File: config.mk
export PLATFORM = sky130hd
export DESIGN_NAME = scale_select
export DESIGN_NICKNAME = d
export VERILOG_FILES = /design/src/rtl/scale_select.sv
export SDC_FILE = /design/constraint.sdc
export NUM_CORES = 1
export LEC_CHECK = 0
export BUFFER_PORTS_ARGS = -buffer_cell sky130_fd_sc_hd__buf_2
export CORE_MARGIN = 5
export CORE_UTILIZATION = 42
export DETAILED_ROUTE_END_ITERATION = 7
export MAX_ROUTING_LAYER = met4
export SLEW_MARGIN = 20
export SYNTH_ARGS = -nofsm -noshare
export SYNTH_HDL_FRONTEND = slang
export SYNTH_SLANG_ARGS = --single-unit
File: constraint.sdc
create_clock -name clk -period 6 [get_ports clk]
set_input_delay 0.6 -clock clk [delete_from_list [all_inputs] [get_ports clk]]
set_output_delay 0.6 -clock clk [all_outputs]
set_load 0.01 [all_outputs]
File: src/rtl/scale_select.sv
// Confirmed wavelet-scale selector: turns noisy per-window minimum-median winners into a
// stable scale choice using consecutive-sample confirmation plus a hysteresis margin.
module scale_select #(
    parameter int unsigned MAX_WINDOW_SIZE = 1024,
    parameter int unsigned CONFIRM_COUNT   = 3,
    parameter int unsigned HYST_MARGIN     = 2,
    parameter int unsigned DEFAULT_SCALE   = 0,
    localparam int unsigned MAX_WINDOW_LOG = $clog2(MAX_WINDOW_SIZE),
    localparam int unsigned MW             = MAX_WINDOW_LOG + 1
) (
    input  logic          clk,
    input  logic          rst_n,
    input  logic [MW-1:0] min_median_in,
    input  logic [2:0]    min_index_in,
    input  logic          min_valid_in,
    input  logic          clear,
    output logic [2:0]    selected_scale,
    output logic [MW-1:0] selected_median,
    output logic          scale_valid,
    output logic          scale_changed,
    output logic          candidate_active
);

    localparam int unsigned CW = $clog2(CONFIRM_COUNT + 1);
    localparam int unsigned BW = MW + 1;

    typedef enum logic [1:0] {
        ACQUIRE   = 2'd0,
        LOCKED    = 2'd1,
        CANDIDATE = 2'd2
    } state_t;

    state_t        state_q, state_d;
    logic [CW-1:0] cnt_q, cnt_d, cnt_inc, acq_cnt;
    logic [2:0]    cand_q, cand_d;
    logic [2:0]    scale_d;
    logic [MW-1:0] median_d;
    logic          changed_d;
    logic          beats;

    // Widened compare so median + margin cannot wrap.
    assign beats = (BW'(min_median_in) + BW'(HYST_MARGIN)) <= BW'(selected_median);

    // State and output registers.
    always_ff @(posedge clk or negedge rst_n) begin
        if (!rst_n) begin
            state_q          <= ACQUIRE;
            cnt_q            <= '0;
            cand_q           <= '0;
            selected_scale   <= 3'(DEFAULT_SCALE);
            selected_median  <= '0;
            scale_valid      <= 1'b0;
            scale_changed    <= 1'b0;
            candidate_active <= 1'b0;
        end else begin
            state_q          <= state_d;
            cnt_q            <= cnt_d;
            cand_q           <= cand_d;
            selected_scale   <= scale_d;
            selected_median  <= median_d;
            scale_valid      <= (state_d != ACQUIRE);
            scale_changed    <= changed_d;
            candidate_active <= (state_d == CANDIDATE);
        end
    end

    // Next-state and next-output logic.
    always_comb begin
        state_d   = state_q;
        cnt_d     = cnt_q;
        cand_d    = cand_q;
        scale_d   = selected_scale;
        median_d  = selected_median;
        changed_d = 1'b0;
        cnt_inc   = cnt_q + CW'(1);
        acq_cnt   = CW'(1);

        if (clear) begin
            state_d = ACQUIRE;
            cnt_d   = '0;
        end else if (min_valid_in) begin
            case (state_q)
                ACQUIRE: begin
                    if (cnt_q != '0 && min_index_in == cand_q) begin
                        acq_cnt = cnt_inc;
                    end
                    cand_d = min_index_in;
                    cnt_d  = acq_cnt;
                    if (acq_cnt == CW'(CONFIRM_COUNT)) begin
                        scale_d   = min_index_in;
                        median_d  = min_median_in;
                        changed_d = 1'b1;
                        cnt_d     = '0;
                        state_d   = LOCKED;
                    end
                end
                LOCKED: begin
                    if (min_index_in == selected_scale) begin
                        median_d = min_median_in;
                    end else if (beats) begin
                        cand_d = min_index_in;
                        cnt_d  = CW'(1);
                        if (CONFIRM_COUNT == 1) begin
                            scale_d   = min_index_in;
                            median_d  = min_median_in;
                            changed_d = 1'b1;
                            cnt_d     = '0;
                        end else begin
                            state_d = CANDIDATE;
                        end
                    end
                end
                CANDIDATE: begin
                    if (min_index_in == cand_q && beats) begin
                        cnt_d = cnt_inc;
                        if (cnt_inc == CW'(CONFIRM_COUNT)) begin
                            scale_d   = cand_q;
                            median_d  = min_median_in;
                            changed_d = 1'b1;
                            cnt_d     = '0;
                            state_d   = LOCKED;
                        end
                    end else if (min_index_in == selected_scale) begin
                        median_d = min_median_in;
                        cnt_d    = '0;
                        state_d  = LOCKED;
                    end else if (beats) begin
                        cand_d = min_index_in;
                        cnt_d  = CW'(1);
                    end else begin
                        cnt_d   = '0;
                        state_d = LOCKED;
                    end
                end
                default: begin
                    state_d = ACQUIRE;
                    cnt_d   = '0;
                end
            endcase
        end
    end

endmodule

## After elaboration in Yosys (flattened, before gate mapping)

Index checks and enable logic that the tools add are counted.
Widths: inputs -> output; s select.

- Bitwise operators: 1
- Equal/unequal tests: 14
- Magnitude comparators: 1
- Shifts and indexed selects: 0
- Multipliers: 0
- Reduce and logical (&&, ||, !) cells: 12
- $add $sub $neg: 2
- Div/mod/pow operators: 0
- Mux-type cells: 43

Operators by type and width:

| cell | number |
|---|---|
| $mux 11 | 4 |
| $mux 2 | 20 |
| $pmux 11 s3 | 1 |
| $mux 3 | 6 |
| $add 11x2->12 const B | 1 |
| $le 12x11->1 | 1 |
| $pmux 2 s3 | 2 |
| $ne 3x3->1 const B | 3 |
| $pmux 3 s3 | 1 |
| $eq 2x2->1 const B | 4 |
| $ne 2x2->1 const B | 4 |
| $reduce_bool 2->1 | 4 |
| $mux 1 | 7 |
| $eq 3x3->1 | 2 |
| $pmux 3 s2 | 1 |
| $reduce_and 6->1 | 1 |
| $reduce_and 5->1 | 1 |
| $reduce_and 4->1 | 1 |
| $reduce_and 3->1 | 1 |
| $reduce_bool 3->1 | 1 |
| $add 2x1->2 const B | 1 |
| $eq 2x1->1 const B | 1 |
| $logic_and 1x1->1 | 2 |
| $logic_not 2->1 | 1 |
| other kinds (2) | 2 |

- RAM bits: 0
- Memories: 0
- Bits in read-only memories: 0
- Bits in latches: 0
- Output and inout port bits: 17
- Word-level logic and storage cells: 81
- Flip-flop bits (word level): 24

## Depth between registers and ports, before layout

Gate-level depths: netlist (run 1).

- Word-level depth: 12
- Depth in mapped cells: 15

## Worst setup path after synthesis (run 1)

No wires, ideal clock.

- Path kind: input port to flip-flop
- Start: in min_median_in[1]
- End: reg cand_q[1]
- Setup time: 0.128 ns
- Slack: 2.793 ns
- Buffers on the path: 1
- Arrival time: 3.079 ns
- Stages on the path: 14
- Path through: ha_1 -> nand2_1 -> nor2_1 -> nand3_1 -> xnor2_1 -> ha_1 -> and3_1 -> nand4_1 -> a21o_1 -> a31o_1 -> and2_1 -> buf_6 -> a221oi_2 -> mux2_1

- Cells in the longest elaborated chain, start to end: 6
- Elaborated cells on any way between the ends: 9
- Those cells by class: add/sub (1); order compare (1); eq/ne (1); mux (4); reduce/logical (2)

RTL lines:

| what | RTL line | source |
|---|---|---|
| from (decl) | 13 | `input logic [MW-1:0] min_median_in,` |
| $add 11x2->12 (*) | 42 | `assign beats = (BW'(min_median_in) + BW'(HYST_MARGIN)) <= BW'(selected_median);` |
| $le 12x11->1 (*) | 42 |  |
| $mux 3 (3 in series) | n/a |  |
| $pmux 3 s3 | n/a |  |
| to (signal assigned) | 58 | `cand_q <= cand_d;` |
| to (decl) | 35 | `logic [2:0] cand_q, cand_d;` |

Mark *: on every way between the ends. The rest lies on a longest branch, timed or not. The select of a mux whose other input is x is not followed.
A chain may end at the register's enable or synchronous reset.

## Worst setup path after layout (run 1)

- Start: in min_median_in[1]
- End: reg selected_median[1]

- Cells in the longest elaborated chain, start to end: 5
- Elaborated cells on any way between the ends: 10
- Those cells by class: add/sub (1); order compare (1); eq/ne (1); mux (5); reduce/logical (2)

RTL lines:

| what | RTL line | source |
|---|---|---|
| $add 11x2->12 | 42 |  |
| $le 12x11->1 | 42 |  |
| $logic_and 1x1->1 | 114 | `if (min_index_in == cand_q && beats) begin` |
| $ne 3x3->1 (no line) or $mux 11 (tied branches) | n/a |  |
| $reduce_and 5->1 (no line) or $pmux 11 s3 (tied branches) | n/a |  |
| to (signal assigned) | 60 | `selected_median <= median_d;` |
| to (decl) | 18 | `output logic [MW-1:0] selected_median,` |

Several ways; a longest one is shown, not always the timed one. The select of a mux whose other input is x is not followed.

==> impl_metrics.tcl, run 1 <==
set metrics [dict create \
    status "completed" \
    fin_worst_skew_ns 0.006994 \
    layout_common_cells "34 x buf_2, 24 x dfrtp_1, 20 x inv_1, 20 x ha_1, 18 x nand2_1" \
    syn_avg_cell_area_um2 9.129 \
    synth_cell_type_count 57 \
    post_route_cells_drive_above_1_share_pct 20.48 \
    core-area_um2 4629 \
    cts_hold_buf 0 \
    initialDrtViolationCount 88 \
    reg2regPathDepth 9 \
    final_common_cell "buf_2" \
    ys.flop_type "dfrtp_1" \
    ys_seq_area_share_pct 30.46 \
    syn_to_final_growth_pct 13.26 \
    die_w_um 78.52 \
    fin_crit_sh_pct 60.94 \
    ctsResizeCount 0 \
    track_usage_pct 16.09 \
    grt_pass1_vias 1702 \
    drc 0 \
    worst_slack_ns 2.344 \
    gp_congestion 0.8837 \
    critical_path_class "in -> reg" \
    wl_um 4619 \
    yosys_register_bits 24 \
    setup_viol 0 \
    path_delay_family "compound AO/OA/AOI/OAI gates" \
    slew_viol_final 0 \
    crit_cells 14 \
    pre_cts_slack_ns 2.075 \
    tightest_slew_ns 1.001 \
    dpl_cell_area_um2 2178 \
    min_period_ns 3.656 \
    fin_setup_tns_ns 0 \
    cp.buffers_inverters 1 \
    cp_common_cell "ha_1" \
    synth_cells 216 \
    synth_top_area_share_pct 30.46 \
    ios 35 \
    post_cts_buffers 0 \
    worstSkewPairLatency_ns 0.27 \
    antenna_cells 0 \
    hold_viol 0 \
    postLayoutCellArea_um2 2233 \
    numCtsBuffers 3 \
    cp-end-kind "flip-flop" \
    worstSetupStartpointType "primary input" \
    yosysWarnings 0 \
    relSlewSlack_pct 33.26 \
    leakage_nw 1.036 \
    dp_hpwl_um 3591 \
    grt_max_degree 25 \
    synth_edf_count 0 \
    start_util_pct 42.59 \
    syn_nets 254 \
    final_nets 288 \
    drtPass1Iterations 4 \
    routedWlPerCell_um 15.24 \
    antenna_found_initial 0 \
    clk_pin_slew_worst_paths_ns 0.09 \
    synth_area_um2 1972 \
    clockBufferDepth 2 \
    power.density_nw_per_um2 229.8 \
    fin_hold_ws_ns 0.3114 \
    root_buffer "clkbuf_8" \
    critPathLaunch "min_median_in[1]" \
    synthTopCellsByArea "dfrtp_1 30%, ha_1 13%, xnor2_1 4.9%, inv_1 3.8%, nand2_1 3.4%" \
    ir_drop_mv 0.1262 \
    cts_tree "done" \
    rsz0062_at_grt "no" \
    critical-path-max-stage-delay_ns 0.83 \
    viasPerCell 5.739 \
    ant_nets 0 \
    grt_pass1_wl_um 7859 \
    critical_path_peak_fanout 12 \
    maxCapViolCount 0 \
    chipHeight_um 78.52 \
    synth_area_leader_cell "dfrtp_1" \
    grt.overflow.total 0 \
    fmax_mhz 273.5 \
    slowest_stage "a21oi_1" \
    dieArea_um2 6165 \
    fillers 460 \
    htree_levels 1 \
    synthArstFlopShare_pct 100.0 \
    hold_path_class "in -> async" \
    cp.arrival_ns 3.86 \
    r2r-start "selected_median[10]" \
    port_buffers 34 \
    row_count 25 \
    worstPathRequired_ns 6.20 \
    cts_sinks 24 \
    path_cells "buf_2 > ha_1 > nand2_1 > nor2_1 > nand3_1 > xnor2_1 > ha_1 > and3_1 > nand4_1 > a21o_1 > a31o_1 > a21oi_1 > a22oi_1 > o2bb2ai_1" \
    routed-via-count 1739 \
]
[layer usage]
metal  global-route usage (%)  vias to the layer above  wire length, um
li1                         -                      870                -
met1                    20.27                      821             2061
met2                    26.91                       43             2304
met3                    2.523                        5              202
met4                    4.196                        0               51
met5                        -                        -                0
[sequential cells by signal (all words and copies together) (netlist names)]
name and flops:
scale_changed 1, scale_valid 1, cnt_q 2, cand_q 3, state_q 2, selected_median 11
candidate_active 1, selected_scale 3
[stage by stage]
| step | power (mW) | cells | util, % |
|---|---|---|---|
| 2_1_floorplan | 0.3445 | 216 | - |
| 3_3_place_gp | 0.4065 | 299 | 47.05 |
| 3_5_place_dp | 0.4081 | 299 | 47.05 |
| 4_1_cts | 0.5229 | 303 | 48.24 |
| 5_1_grt | 0.5577 | 303 | 48.24 |
| 6_report | 0.5132 | 303 | 48.24 |
[layout make-up]
type	instances	area, um^2	area share, %
clock buffers	4	55.05	2.465
flip-flops and latches	24	600.6	26.89
repair buffers	34	170.2	7.619
well taps	54	67.56	3.025
inverters	20	75.07	3.361
multi-input cells	167	1265	56.64
[where the power goes]
| part | internal (mW) | switching [mW] | leakage (nW) |
|---|---|---|---|
| sequential | 0.188 | 0.0230 | 0.320 |
| clock | 0.0586 | 0.0525 | 0.0288 |
| combinational | 0.0871 | 0.104 | 0.687 |
[cell families (layout without fill, tap and decap cells)]
kind of cell    Yosys count  after routing  synth area share, %
fa+ha+maj                20             20                12.69
buf+inv                  25             58                5.393
compound gates           59             59                24.56
xor+xnor                 14             14                6.218
mux                       3              3                1.713
simple gates             71             71                18.97
flops                    24             24                30.46
[final timing paths]
kind                                  endpoint  slack (ns)
min                         selected_median[4]        0.31
max reg2reg                 selected_median[1]        3.05
min in group clk            selected_median[6]        0.51
max                         selected_median[1]        2.34
max in group asynchronous  selected_median[10]        5.30
min reg2reg                 selected_median[6]        0.51
[synth_stat cells (3+ instances only)]
master     instances
nor3_1             4
inv_1             20
nand3b_1           4
nand3_1            9
xnor2_1           11
a21o_1             7
a21oi_1            8
xor2_1             3
o221a_2            3
nor2_1            11
a32o_1             5
dfrtp_1           24
nand4_1            5
nand2_1           18
ha_1              20
and3_1             5
o211a_1            3
a41oi_1            4
a31oi_1            3
o2bb2ai_1          3
(Power assumes the default switching activity.)
==> inputs of run 2 (changes only) <==
==> constraint.sdc (replaced) <==
create_clock -name clk -period 3.4 [get_ports clk]
set_input_delay 0.34 -clock clk [delete_from_list [all_inputs] [get_ports clk]]
set_output_delay 0.34 -clock clk [all_outputs]
set_load 0.01 [all_outputs]
==> run 2 against run 1 <==
Final cell count grew 0.99%. Power grew 79%. Highest routed layer unchanged. Clock power grew 82%. Core utilization grew 0.57 points. Critical path type unchanged.
==> impl_metrics.tcl, run 2 (synthesized netlist as in run 1, its figures left out) <==
set metrics [dict create \
    status "completed" \
    final_common_cell "buf_2" \
    hold_viol 0 \
    viasPerCell 5.693 \
    dieArea_um2 6165 \
    final_nets 291 \
    gp_congestion 0.8315 \
    ios 35 \
    cp-end-kind "flip-flop" \
    largest_reg_flops 11 \
    min_period_ns 3.080 \
    drtPass1Iterations 4 \
    power.density_nw_per_um2 406.7 \
    cts_sinks 24 \
    fin_setup_tns_ns 0 \
    grt_pass1_vias 1797 \
    numCtsBuffers 3 \
    track_usage_pct 16.76 \
    path_delay_family "simple AND/OR/NAND/NOR gates" \
    root_buffer "clkbuf_8" \
    top_regs "selected_median: 11 flops, cand_q: 3 flops, selected_scale: 3 flops" \
    cts_tree "done" \
    slowest_stage "mux2_2" \
    start_util_pct 42.59 \
    dp_hpwl_um 3639 \
    grt_max_degree 25 \
    clockBufferDepth 2 \
    hold_path_class "in -> async" \
    htree_levels 1 \
    fmax_mhz 324.7 \
    p_total_mw 0.9191 \
    port_buffers 34 \
    leakage_nw 1.051 \
    relSlewSlack_pct 61.97 \
    path_cells "buf_2 > ha_1 > nand2_1 > nor2_1 > nand3_1 > xnor2_1 > ha_1 > and3_1 > nand4_1 > nor3_1 > a31o_1 > nand2_1 > a21oi_1 > mux2_2" \
    setup_viol 0 \
    antenna_found_initial 0 \
    core-area_um2 4629 \
    antenna_cells 0 \
    ant_nets 0 \
    fin_crit_sh_pct 90.59 \
    grt.overflow.total 0 \
    cts_hold_buf 0 \
    critPathLaunch "min_median_in[2]" \
    row_count 25 \
    chipHeight_um 78.52 \
    worst_slack_ns 0.3200 \
    wl_um 4646 \
    fillers 465 \
    worstPathRequired_ns 3.57 \
    clk_pin_slew_worst_paths_ns 0.09 \
    r2r-start "selected_median[5]" \
    tightest_slew_ns 0.5704 \
    die_w_um 78.52 \
    maxCapViolCount 0 \
    fin_worst_skew_ns 0.005793 \
    top_register "selected_median" \
    pre_cts_slack_ns 0.005369 \
    critical-path-max-stage-delay_ns 0.37 \
    worstSkewPairLatency_ns 0.27 \
    cp.buffers_inverters 1 \
    cp.arrival_ns 3.25 \
    drc 0 \
    rsz0062_at_grt "no" \
    slew_viol_final 0 \
    syn_to_final_growth_pct 14.59 \
    grt_pass1_wl_um 8176 \
    worstSetupStartpointType "primary input" \
    layout_common_cells "34 x buf_2, 24 x dfrtp_1, 20 x inv_1, 20 x ha_1, 18 x nand2_1" \
    initialDrtViolationCount 106 \
    ir_drop_mv 0.1954 \
    critical_path_class "in -> reg" \
    routedWlPerCell_um 15.18 \
    critical_path_peak_fanout 9 \
    post_route_cells_drive_above_1_share_pct 21.83 \
    routed-via-count 1742 \
]
-- run 2: cell count changes in the layout (fill, tap and decap cells not counted) --
cell	before	now
buf_4	0	3
a21oi_2	0	1
a21oi_1	8	7
-- run 2: what timing repair did --
action / CTS / global route
setup buffers: 0 / 0
hold endpoints to repair: 0 / 0
resized for setup: 0 / 1
endpoints found under the setup margin: 0 / 2
-- run 2: stage by stage --
stage	std cells	util [%]	hold slack (ns)	area (um^2)
after detailed placement	302	47.54	0.3675	2201
final	306	48.81	0.05303	2260
after floorplan	216	-	0.04441	1972
after global placement	302	47.54	0.3737	2201
after global routing	306	48.81	0.09589	2260
after CTS	306	48.73	0.06714	2256
-- run 2: power breakdown --
group          leakage, nW  internal, mW  switching (mW)  total, mW
registers            0.320         0.332          0.0411      0.374
clock network       0.0288         0.104          0.0986      0.202
logic                0.702         0.158           0.185      0.343
total                 1.05         0.594           0.325      0.919
-- run 2: path summary, 6_finish.rpt --
path	endpoint	slack (ns)	cells after the start
setup reg to reg	cand_q[0]	0.72	9
setup / recovery	cand_q[0]	0.32	14
max in group asynchronous	selected_median[10]	2.97	1
hold reg to reg	selected_median[6]	0.52	1
min in group clk	selected_median[2]	0.34	2
hold / removal	cand_q[1]	0.05	1
-- run 2: routing by layer --
layer | vias up | global-route usage [%] | part of all wire [%]
li1 | 877 | - | -
met3 | 8 | 2.867 | 3.9
met5 | - | - | 0
met1 | 817 | 20.21 | 46
met2 | 40 | 29.37 | 48
met4 | 0 | 3.497 | 1.3
-- run 2: cell type report --
type                            count  area (um^2)  area share (%)
Multi-Input combinational cell    167         1269           56.15
Sequential cell                    24        600.6           26.58
Timing Repair Buffer               37        192.7           8.527
Inverter                           20        75.07           3.322
Tap cell                           54        67.56           2.990
Clock buffer                        4        55.05           2.436
==> inputs of run 3 (changes only) <==
==> constraint.sdc (replaced) <==
create_clock -name clk -period 3.4 [get_ports clk]
set_input_delay 1.02 -clock clk [delete_from_list [all_inputs] [get_ports clk]]
set_output_delay 1.02 -clock clk [all_outputs]
set_load 0.01 [all_outputs]
==> run 3 against run 2 <==
Global-route usage increased by 0.34 points. Clock skew down 0.0011 ns. Worst hold slack gained 0.46 ns. Critical path depth grew 1. Final cell count increased by 9.2%. Design area is 15% higher. Sequential power hardly changed. Combinational power is 21% higher. Register-to-register slack gained 0.09 ns. Sequential cell count is the same. Critical endpoint is now selected_median[2].
==> impl_metrics.tcl, run 3 (synthesized netlist as in run 1, its figures left out) <==
set metrics [dict create \
    core-area_um2 4629 \
    p_comb_share_pct 41.8 \
    antenna_found_initial 0 \
    seq_power_share_pct 37.6 \
    setup_viol 0 \
    min_period_ns 3.348 \
    finalNonFillerCells 334 \
    layout_common_cells "32 x buf_2, 29 x buf_4, 24 x dfrtp_1, 20 x inv_1, 19 x ha_1" \
    pre_cts_slack_ns -0.4669 \
    row_count 25 \
    clockBufferDepth 2 \
    power.density_nw_per_um2 383.1 \
    fin_setup_tns_ns 0 \
    p_sw_share_pct 34.99 \
    worst_slack_ns 0.05203 \
    drc 0 \
    hold_viol 0 \
    worstPathRequired_ns 3.57 \
    final_core_util_pct 56.00 \
    r2r-start "cnt_q[0]" \
    min_to "selected_median[6]" \
    maxCapViolCount 0 \
    fin_crit_sh_pct 98.47 \
    ir_drop_mv 0.2820 \
    chipHeight_um 78.52 \
    leakage_nw 1.215 \
    cts_sinks 24 \
    hp-start "selected_median[6]" \
    post_route_cells_drive_above_1_share_pct 33.93 \
    initialDrtViolationCount 104 \
    relSlewSlack_pct 59.39 \
    top_register "selected_median" \
    routedWlPerCell_um 15.15 \
    critical_path_class "in -> reg" \
    grt_pass1_vias 1835 \
    ios 35 \
    fillers 458 \
    reg2reg_slack_ns 0.81 \
    clockPowerShare_pct 20.5 \
    largest_reg_flops 11 \
    p_switching_mw 0.3474 \
    grt_pass1_wl_um 8328 \
    final_common_cell "buf_2" \
    syn_to_final_growth_pct 31.47 \
    slew_viol_final 0 \
    final_nets 319 \
    cts_hold_buf 0 \
    wl_um 5059 \
    routed-via-count 1885 \
    fmax_mhz 298.7 \
    ant_nets 0 \
    fin_worst_skew_ns 0.004665 \
    numCtsBuffers 3 \
    hold_depth 1 \
    die_w_um 78.52 \
    grt_max_degree 25 \
    antenna_cells 0 \
    rsz0062_at_grt "yes" \
    dp.cells 325 \
    viasPerCell 5.644 \
    grt.overflow.total 0 \
    tightest_slew_ns 0.6012 \
    dieArea_um2 6165 \
    htree_levels 1 \
    cp.arrival_ns 3.52 \
    p_int_mw 0.6456 \
    start_util_pct 42.59 \
    hold_path_class "reg -> reg" \
    cts_tree "done" \
    top_regs "selected_median: 11 flops, cand_q: 3 flops, selected_scale: 3 flops" \
    clk_pin_slew_worst_paths_ns 0.09 \
    r2r_end "selected_median[10]" \
    reg2regPathDepth 9 \
    fin_hold_ws_ns 0.5160 \
    cp-end-kind "flip-flop" \
    dp_hpwl_um 3810 \
    critical_path_peak_fanout 8 \
    drtPass1Iterations 4 \
    status "completed" \
    worstSetupStartpointType "primary input" \
    gp_congestion 0.8752 \
    root_buffer "clkbuf_8" \
    worstSkewPairLatency_ns 0.27 \
    track_usage_pct 17.10 \
    port_buffers 34 \
]
run 3: cell types whose count changed in the layout (fill, tap and decap cells not counted), sizes merged:
| cell | previous run | this run |
|---|---|---|
| nand2 | 19 | 20 |
| buf | 37 | 64 |
run 3: routing by layer:
metal,share of wire (%),GRT usage (%)
met1,45,21.03
met2,50,29.63
met3,3.4,1.950
met4,0.93,4.720
met5,0,-
run 3: worst max-delay path by stage:
stage	slack (ns)	startpoint	to
6_report	0.05	min_median_in[1]	selected_median[2]
5_1_grt	-0.11	min_median_in[1]	selected_median[2]
4_1_cts	0.009	min_median_in[2]	selected_median[3]
3_5_place_dp	-0.47	min_median_in[1]	selected_median[2]
3_3_place_gp	-0.37	min_median_in[1]	selected_median[2]
2_1_floorplan	-0.09	min_median_in[1]	cand_q[1]
run 3: what timing repair did:
item | in CTS | in global routing
endpoints found under the hold margin | 0 | 0
pin swaps | 8 | 21
resized for setup | 13 | 11
gates cloned | 1 | 0
setup endpoints to repair | 16 | 17
setup buffers | 2 | 3
run 3: per-stage QoR:
stage / power [mW] / area [um^2]
floorplan: 0.6122 / 1994
global placement: 0.7607 / 2396
detailed placement: 0.7615 / 2396
CTS: 0.9889 / 2524
global route: 1.066 / 2592
finish: 0.9931 / 2592
run 3: critical path, stage by stage:
cell and delay [ns]:
buf_8 0.08, ha_4 0.15, nand2_4 0.06, nor2_4 0.10, nand3_2 0.10, xnor2_2 0.14
ha_1 0.29, and3_4 0.17, nand4_1 0.10, a21o_1 0.20, a31o_4 0.27, buf_6 0.13
a211oi_4 0.27, nand2_2 0.17, a22o_1 0.26
run 3: final cells by class:
cell class	instances	area (um^2)	share of cell area [%]
Sequential cell	24	600.6	23.17
Tap cell	54	67.56	2.606
Inverter	20	75.07	2.896
Timing Repair Buffer	64	419.2	16.17
Multi-Input combinational cell	168	1375	53.04
Clock buffer	4	55.05	2.124
run 3: power groups by stage:
| stage | clock network (mW) | registers [mW] | logic (mW) |
|---|---|---|---|
| global route | 0.224 | 0.382 | 0.460 |
| floorplan | 0 | 0.395 | 0.218 |
| finish | 0.204 | 0.374 | 0.415 |
| global placement | 0 | 0.378 | 0.382 |
| detailed placement | 0 | 0.380 | 0.381 |
| CTS | 0.213 | 0.375 | 0.402 |
